==> config.mk <==
export PLATFORM = sky130hd
export DESIGN_NAME = serial_subtractor
export DESIGN_NICKNAME = d
export VERILOG_FILES = /design/src/rtl/serial_sub_pkg.sv /design/src/rtl/full_sub_cell.sv /design/src/rtl/serial_subtractor.sv
export SDC_FILE = /design/constraint.sdc
export NUM_CORES = 1
export LEC_CHECK = 0
export BUFFER_PORTS_ARGS = -buffer_cell sky130_fd_sc_hd__buf_2
export CAP_MARGIN = 10
export CORE_UTILIZATION = 40
export DETAILED_ROUTE_END_ITERATION = 8
export PLACE_DENSITY = 0.61
export SLEW_MARGIN = 5
export SYNTH_ARGS = -nofsm -noshare
export SYNTH_HDL_FRONTEND = slang
export SYNTH_SLANG_ARGS = --single-unit
==> constraint.sdc <==
create_clock -name clk_i -period 4.6 [get_ports clk_i]
set_clock_uncertainty 0.05 [all_clocks]
set_input_delay 0.92 -clock clk_i [delete_from_list [all_inputs] [get_ports clk_i]]
set_output_delay 0.92 -clock clk_i [all_outputs]
set_load 0.02 [all_outputs]
==> src/rtl/serial_sub_pkg.sv <==
// Shared definitions for the bit-serial subtractor.
//   state_e       : FSM state encoding (IDLE, RUN, DONE)
//   DEFAULT_WIDTH : default operand width in bits
package serial_sub_pkg;

  localparam int unsigned DEFAULT_WIDTH = 8;

  typedef enum logic [1:0] {
    IDLE = 2'd0,
    RUN  = 2'd1,
    DONE = 2'd2
  } state_e;

endpackage

==> src/rtl/full_sub_cell.sv <==
// One-bit combinational full subtractor: computes a - b - bin.
// Ports:
//   a, b : operand bits
//   bin  : borrow in
//   d    : difference bit
//   bout : borrow out
module full_sub_cell (
  input  logic a,
  input  logic b,
  input  logic bin,
  output logic d,
  output logic bout
);

  assign d    = a ^ b ^ bin;
  assign bout = (~a & b) | (~(a ^ b) & bin);

endmodule

==> src/rtl/serial_subtractor.sv <==
// Bit-serial subtractor: diff_o = a_i - b_i - borrow_in_i (mod 2^WIDTH), one bit
// per clock, LSB first, through a single full_sub_cell and a borrow register.
// An accepted start takes WIDTH RUN cycles followed by one DONE cycle (done_o).
// Ports:
//   clk_i       : clock, rising edge
//   rst_i       : synchronous active-high reset
//   start_i     : begin one subtraction (honoured only in IDLE)
//   a_i, b_i    : minuend / subtrahend, sampled with start_i
//   borrow_in_i : initial borrow, sampled with start_i
//   busy_o      : high in RUN and DONE
//   done_o      : one-cycle completion pulse
//   diff_o      : registered result, updated at the end of RUN
//   borrow_o    : registered final borrow
//   overflow_o  : signed overflow flag (only with SERIAL_SUBTRACTOR_OVERFLOW_EN)
// Optional feature macro: SERIAL_SUBTRACTOR_OVERFLOW_EN
module serial_subtractor
  import serial_sub_pkg::*;
#(
  parameter int unsigned WIDTH = DEFAULT_WIDTH
) (
  input  logic             clk_i,
  input  logic             rst_i,
  input  logic             start_i,
  input  logic [WIDTH-1:0] a_i,
  input  logic [WIDTH-1:0] b_i,
  input  logic             borrow_in_i,
  output logic             busy_o,
  output logic             done_o,
  output logic [WIDTH-1:0] diff_o,
  output logic             borrow_o
`ifdef SERIAL_SUBTRACTOR_OVERFLOW_EN
  ,
  output logic             overflow_o
`endif
);

  localparam int unsigned CntW = $clog2(WIDTH) + 1;

  state_e            r_state;
  state_e            w_state_next;
  logic [WIDTH-1:0]  r_a;
  logic [WIDTH-1:0]  r_b;
  logic [WIDTH-1:0]  r_acc;
  logic [WIDTH-1:0]  r_diff;
  logic              r_borrow;
  logic              r_borrow_out;
  logic [CntW-1:0]   r_cnt;
  logic              w_d;
  logic              w_bout;
  logic              w_last;
`ifdef SERIAL_SUBTRACTOR_OVERFLOW_EN
  logic              r_overflow;
`endif

  full_sub_cell u_cell (
    .a    (r_a[0]),
    .b    (r_b[0]),
    .bin  (r_borrow),
    .d    (w_d),
    .bout (w_bout)
  );

  assign w_last = (r_cnt == CntW'(WIDTH - 1));

  always_ff @(posedge clk_i) begin
    if (rst_i) begin
      r_state <= IDLE;
    end else begin
      r_state <= w_state_next;
    end
  end

  always_comb begin
    w_state_next = r_state;
    busy_o       = 1'b0;
    done_o       = 1'b0;
    unique case (r_state)
      IDLE: begin
        if (start_i) begin
          w_state_next = RUN;
        end
      end
      RUN: begin
        busy_o = 1'b1;
        if (w_last) begin
          w_state_next = DONE;
        end
      end
      DONE: begin
        busy_o       = 1'b1;
        done_o       = 1'b1;
        w_state_next = IDLE;
      end
      default: w_state_next = IDLE;
    endcase
  end

  always_ff @(posedge clk_i) begin
    if (rst_i) begin
      r_a          <= '0;
      r_b          <= '0;
      r_acc        <= '0;
      r_diff       <= '0;
      r_borrow     <= 1'b0;
      r_borrow_out <= 1'b0;
      r_cnt        <= '0;
`ifdef SERIAL_SUBTRACTOR_OVERFLOW_EN
      r_overflow   <= 1'b0;
`endif
    end else begin
      if (r_state == IDLE && start_i) begin
        r_a      <= a_i;
        r_b      <= b_i;
        r_borrow <= borrow_in_i;
        r_cnt    <= '0;
      end else if (r_state == RUN) begin
        r_a      <= r_a >> 1;
        r_b      <= r_b >> 1;
        r_acc    <= {w_d, r_acc[WIDTH-1:1]};
        r_borrow <= w_bout;
        r_cnt    <= r_cnt + CntW'(1);
        // Publish only on the MSB cycle so outputs hold the previous result
        // throughout the run.
        if (w_last) begin
          r_diff       <= {w_d, r_acc[WIDTH-1:1]};
          r_borrow_out <= w_bout;
`ifdef SERIAL_SUBTRACTOR_OVERFLOW_EN
          // r_borrow is the borrow into the MSB, w_bout the borrow out of it.
          r_overflow   <= r_borrow ^ w_bout;
`endif
        end
      end
    end
  end

  assign diff_o   = r_diff;
  assign borrow_o = r_borrow_out;
`ifdef SERIAL_SUBTRACTOR_OVERFLOW_EN
  assign overflow_o = r_overflow;
`endif

endmodule

==> reports/results.ini, run 1 <==
[logic_synthesis]
ys_async_sr_fraction_pct=0
synthTopCellsByArea=dfxtp_1 (44%), mux2i_1 (18%), nand2b_1 (6.4%)
netlist.area_leader.share_pct=44.4
syn_nets=204
synth_top_cells_by_count=dfxtp_1 (39), mux2i_1 (31), nor2_1 (23)
synth.largest_area_cell=dfxtp_1
ys_ff_latch=39
synth-edff-count=0
yosysWarningCount=0
synth_ff_type=dfxtp_1
ys_seq_area_share_pct=44.4
syn_inst=178
synth.distinct_cells=27
syn-cell-area_um2=1760
yosysMostFrequentCell=dfxtp_1
avgSynthCellArea_um2=9.87

[global_route]
grt_pass1_vias=1212
grt_start_max_net_pins=50
antenna_found_initial=0
grt.overflow.total=0
grt_util_all_layers_pct=15.4
grt_first_pass_wirelength_um=5160

[cts]
ctsResizeCount=0
cts_buffers=5
clk_pin_slew_ns=0.08
clockRootBuffer=clkbuf_8
clock-sinks=39
cts_hold_buf=0
post-cts-setup-buffer-count=0
insertion_delay_ns=0.30
cts_max_path_buffers=2
htreeDepth=2
cts_tree=built

[sta]
whs_ns=0.421
relSlewSlack_pct=36.6
rsz0062_at_grt=false
final.setup.worst_slack_ns=2.32
fin_crit_ns=2.28
post-route-period-util_pct=49.7
finalMaxSlewViolations=0
tns_ns=0
finalSetupViolCount=0
hold_viol=0
max_freq_ghz=0.438
worstMarginPinSlew_ns=0.949

[critical_path]
crit_family=simple AND/OR/NAND/NOR gates
cp_data_arrival_time_ns=2.43
path_class=reg -> reg
endpoint_kind=register
worstPathCellList=inv_1, ha_1, buf_4, nor3b_2, mux2_4
crit_slowest_cell=nor3b_2
cp-start-kind=register
max_stage_delay_ns=0.79
crit_fanout=32
path_depth=5
ff2ff_path_depth=5
required_ns=4.74
cp_num_buf_inv=2

[die]
die_height_um=68.3
design.die.area_um2=4660
start_util_pct=42.7
io_pins=31
die_w_um=68.3
coreArea_um2=4120
rows=23

[layout]
drive_above_1_share_pct=20.7
n_fill_cell=402
antenna_cells=0
nets=228
stdcell_area_um2=2040
area_growth_pct=15.9
final_core_util_pct=49.5

[outcome]
outcome=completed

[detailed_routing]
vias_per_cell=5.02
num_vias=1269
drt_iter0_drc=58
ant_nets=0
dr.pass1.iters=4
drt-total-wl_um=3160
drc_errors=0
wl_per_cell_um=12.5

[placement]
port_buffers=30
dp_slack_ns=2.13
dp_hpwl_um=2050
place_congestion=0.673
place_area_um2=1900

[hold_path]
worstHoldPathCells=2
hold_class=reg -> reg

[pwr]
power_per_cell_area_nw_per_um2=477
leakagePower_nw=0.802
irDropWorstVdd_uv=216

[run]
drv_cap=0

==> cells by family after synthesis <==
family / share of synthesized area (%)
AO/OA/AOI/OAI: 7.83
XOR/XNOR: 1.50
multiplexers: 18.5
adder cells (fa/ha/maj): 4.70
flip-flops: 44.4
buffers and inverters: 5.27
AND/OR/NAND/NOR: 17.7
==> metrics by stage <==
stage | std cells | power, W
5_1_grt | 253 | 0.00103
2_1_floorplan | 178 | 0.000601
6_report | 253 | 0.000971
3_5_place_dp | 245 | 0.000637
4_1_cts | 253 | 0.000981
3_3_place_gp | 245 | 0.000628
==> flip-flops by register name (all words and copies together), names as in the netlist <==
signal,count
r_b,8
r_cnt,4
diff_o,8
r_state,2
borrow_o,1
r_borrow,1
r_a,8
r_acc,7
==> path summary, 6_finish.rpt <==
check / from / endpoint / slack [ns]
setup reg to reg: r_state[1] / borrow_o / 2.32
setup / recovery: r_state[1] / borrow_o / 2.32
hold / removal: diff_o[4] / diff_o[4] / 0.42
hold reg to reg: diff_o[4] / diff_o[4] / 0.42
==> cell usage in the layout, fill, tap and decap left out <==
| cell | count |
|---|---|
| nor2_1 | 23 |
| clkinvlp_4 | 1 |
| a21oi_1 | 4 |
| fa_1 | 1 |
| o21ai_0 | 1 |
| mux2_4 | 1 |
| and2_4 | 1 |
| nand3b_1 | 3 |
| dfxtp_1 | 39 |
| mux2i_1 | 31 |
| ha_1 | 5 |
| nor3b_2 | 1 |
| xnor2_1 | 1 |
| nor3b_1 | 1 |
| xor2_1 | 2 |
| nand2_1 | 6 |
| inv_1 | 4 |
| clkbuf_8 | 5 |
| nand2b_1 | 18 |
| bufinv_16 | 2 |
| nor2b_1 | 2 |
| nand4_1 | 1 |
| o211ai_1 | 1 |
| buf_2 | 30 |
| nor3_1 | 4 |
| buf_4 | 1 |
| a211oi_1 | 14 |
==> tightest hold or removal path: cells and delay by family, from the launching register on <==
family | cells | cell delay, ns
flops | 1 | 0.31
mux | 1 | 0.05
simple gates | 1 | 0.06
==> power breakdown <==
part	leakage [nW]	internal (W)	total (W)	switching [W]
Clock	0.0644	0.000216	0.000340	0.000124
Combinational	0.420	0.000104	0.000232	0.000128
Sequential	0.318	0.000377	0.000399	0.0000229
Total	0.802	0.000697	0.000971	0.000274
==> cell type report <==
class	instances	area (um^2)	share of cell area, %
sequential	39	781	38.4
multi-input combinational	121	883	43.4
timing repair buffer	31	158	7.74
tap	50	62.6	3.07
inverter	4	15.0	0.738
clock buffer	5	68.8	3.38
clock inverter	3	67.6	3.32
==> layer usage <==
metal | part of all wire, % | vias up | GRT usage [%]
met4 | 2.9 | 0 | 9.64
met1 | 48 | 574 | 18.1
met5 | 0 | - | 0
met3 | 5.3 | 9 | 4.67
li1 | - | 647 | -
met2 | 44 | 39 | 24.1
No activity file was read; power rests on OpenSTA's default activity.
==> run 2, diff against run 1 <==
==> constraint.sdc (replaced) <==
create_clock -name clk_i -period 2.3 [get_ports clk_i]
set_clock_uncertainty 0.05 [all_clocks]
set_input_delay 0.46 -clock clk_i [delete_from_list [all_inputs] [get_ports clk_i]]
set_output_delay 0.46 -clock clk_i [all_outputs]
set_load 0.02 [all_outputs]
==> run 2 against run 1 <==
Net effect: first-iteration DRC count up 8.6%; utilization decreased by 0.15 points; cell count increased by 1.6%; hold slack worse by 0.054 ns; combinational power is 100% higher; register-to-register slack worse by 1.7 ns; non-clock buffer count increased by 4; flip-flop and latch count is the same; die area unchanged; via count decreased by 1.9%; setup slack got worse by 1.7 ns; critical path type is now reg -> out.
==> reports/results.ini, run 2 (same netlist as run 1, synthesis figures left out) <==
[outcome]
outcome=completed  ; unchanged

[cts]
cts_max_path_buffers=2  ; unchanged
ctsResizeCount=0  ; unchanged
post-cts-setup-buffer-count=0  ; unchanged
cts_buffers=5  ; unchanged
clock-sinks=39  ; unchanged
cts_tree=built  ; unchanged
insertion_delay_ns=0.29  ; was 0.30 ns
cts_hold_buf=0  ; unchanged
clk_pin_slew_ns=0.07  ; was 0.08 ns
clockRootBuffer=clkbuf_8  ; unchanged
htreeDepth=2  ; unchanged

[pwr]
power.total_w=0.00177  ; was 0.000971 W
leakagePower_nw=0.810  ; was 0.802 nW
power_per_cell_area_nw_per_um2=873  ; was 477 nW/um^2
irDropWorstVdd_uv=388  ; was 216 uV

[placement]
place_area_um2=1930  ; was 1900 um^2
place_congestion=0.701  ; was 0.673
dp_hpwl_um=2150  ; was 2050 um
port_buffers=30  ; unchanged

[critical_path]
max_stage_delay_ns=0.37  ; was 0.79 ns
crit_slowest_cell=dfxtp_1  ; was nor3b_2
endpoint_kind=output port  ; was register
required_ns=1.79  ; was 4.74 ns
r2r-end=diff_o[0]  ; was borrow_o
regToRegSetupSlack_ns=0.60  ; was 2.32 ns
cp_data_arrival_time_ns=1.21  ; was 2.43 ns
cp-start-kind=register  ; unchanged
worstReg2RegStart=r_state[0]  ; was r_state[1]
cp_num_buf_inv=2  ; unchanged
ff2ff_path_depth=6  ; was 5
worstPathCellList=inv_1, ha_1, buf_2  ; was inv_1, ha_1, buf_4, nor3b_2, mux2_4
crit_fanout=3  ; was 32
crit_family=flip-flops  ; was simple AND/OR/NAND/NOR gates
path_class=reg -> out  ; was reg -> reg

[layout]
antenna_cells=0  ; unchanged
drive_above_1_share_pct=21.7  ; was 20.7%
final_cell_mix=dfxtp_1 (39), mux2i_1 (31), buf_2 (30)  ; unchanged
nets=232  ; was 228
area_growth_pct=15.5  ; was 15.9%
layout_commonest_cell=dfxtp_1  ; unchanged
stdcell_area_um2=2030  ; was 2040 um^2

[detailed_routing]
drc_errors=0  ; unchanged
wl_per_cell_um=12.3  ; was 12.5 um
dr.pass1.iters=4  ; unchanged
vias_per_cell=4.84  ; was 5.02
drt-total-wl_um=3150  ; was 3160 um
ant_nets=0  ; unchanged
drt_iter0_drc=63  ; was 58
num_vias=1245  ; was 1269

[sta]
fin_crit_ns=1.72
max_freq_ghz=0.582
hold_viol=0  ; unchanged
tns_ns=0  ; unchanged
relSlewSlack_pct=61.5  ; was 36.6%
finalSetupViolCount=0  ; unchanged
worstMarginPinSlew_ns=0.578  ; was 0.949 ns
finalMaxSlewViolations=0  ; unchanged
post-route-period-util_pct=74.7
rsz0062_at_grt=false  ; unchanged

[global_route]
grt_first_pass_wirelength_um=5330  ; was 5160 um
grt.overflow.total=0  ; unchanged
grt_pass1_vias=1208  ; was 1212
grt_start_max_net_pins=39  ; was 50
antenna_found_initial=0  ; unchanged
grt_util_all_layers_pct=15.7  ; was 15.4%

[run]
drv_cap=0  ; unchanged

[die]
die_height_um=68.3  ; unchanged
start_util_pct=42.7  ; unchanged
coreArea_um2=4120  ; unchanged
rows=23  ; unchanged
die_w_um=68.3  ; unchanged
design.die.area_um2=4660  ; unchanged
io_pins=31  ; unchanged

[hold_path]
min_from=a_i[7]  ; was diff_o[4]
holdPathEnd=r_a[7]  ; was diff_o[4]
worstHoldPathCells=3  ; was 2
hold_class=in -> reg  ; was reg -> reg

-- run 2: report_power, final --
group	internal (W)	switching, W	total, W
Clock	0.000274	0.000228	0.000501
Combinational	0.000218	0.000254	0.000472
Sequential	0.000753	0.0000463	0.000800
Total	0.00124	0.000528	0.00177
-- run 2: how the worst max path moves through the flow --
stage,startpoint,endpoint,slack [ns],cells past startpoint
final,r_state[0],busy_o,0.58,3
after global routing,r_state[0],diff_o[0],0.47,6
after CTS,r_state[0],busy_o,0.58,3
after detailed placement,r_state[0],diff_o[0],0.60,6
after global placement,r_state[0],diff_o[4],0.72,6
after floorplan,r_state[0],borrow_o,0.61,7
-- run 2: stage by stage --
| step | cells | setup slack [ns] | hold WS [ns] | util, % |
|---|---|---|---|---|
| global placement | 249 | 0.718 | 0.410 | 46.9 |
| floorplan | 178 | 0.607 | 0.401 | - |
| detailed placement | 249 | 0.598 | 0.413 | 46.9 |
| CTS | 257 | 0.576 | 0.361 | 49.3 |
| global route | 257 | 0.473 | 0.364 | 49.3 |
| finish | 257 | 0.583 | 0.367 | 49.3 |
-- run 2: cell type report --
class	instances	area, um^2
Sequential cell	39	781
Clock buffer	8	100
Inverter	4	15.0
Tap cell	50	62.6
Fill cell	399	2090
Timing Repair Buffer	35	188
Multi-Input combinational cell	121	883
-- run 2: worst register-to-register path, cell delays in order, from the launching register on --
cell and delay (ns):
dfxtp_1 0.37, inv_1 0.09, ha_1 0.23, and2_4 0.20, nor3b_2 0.24, buf_4 0.23
mux2i_1 0.22
-- run 2: per-layer routing --
| layer | wire length (um) | up-vias | part of all wire, % | track usage (%) |
|---|---|---|---|---|
| met2 | 1320 | 35 | 42 | 22.5 |
| li1 | - | 659 | - | - |
| met5 | 0 | - | 0 | 0 |
| met3 | 174 | 7 | 5.5 | 4.17 |
| met1 | 1610 | 544 | 51 | 20.6 |
| met4 | 50 | 0 | 1.6 | 9.38 |
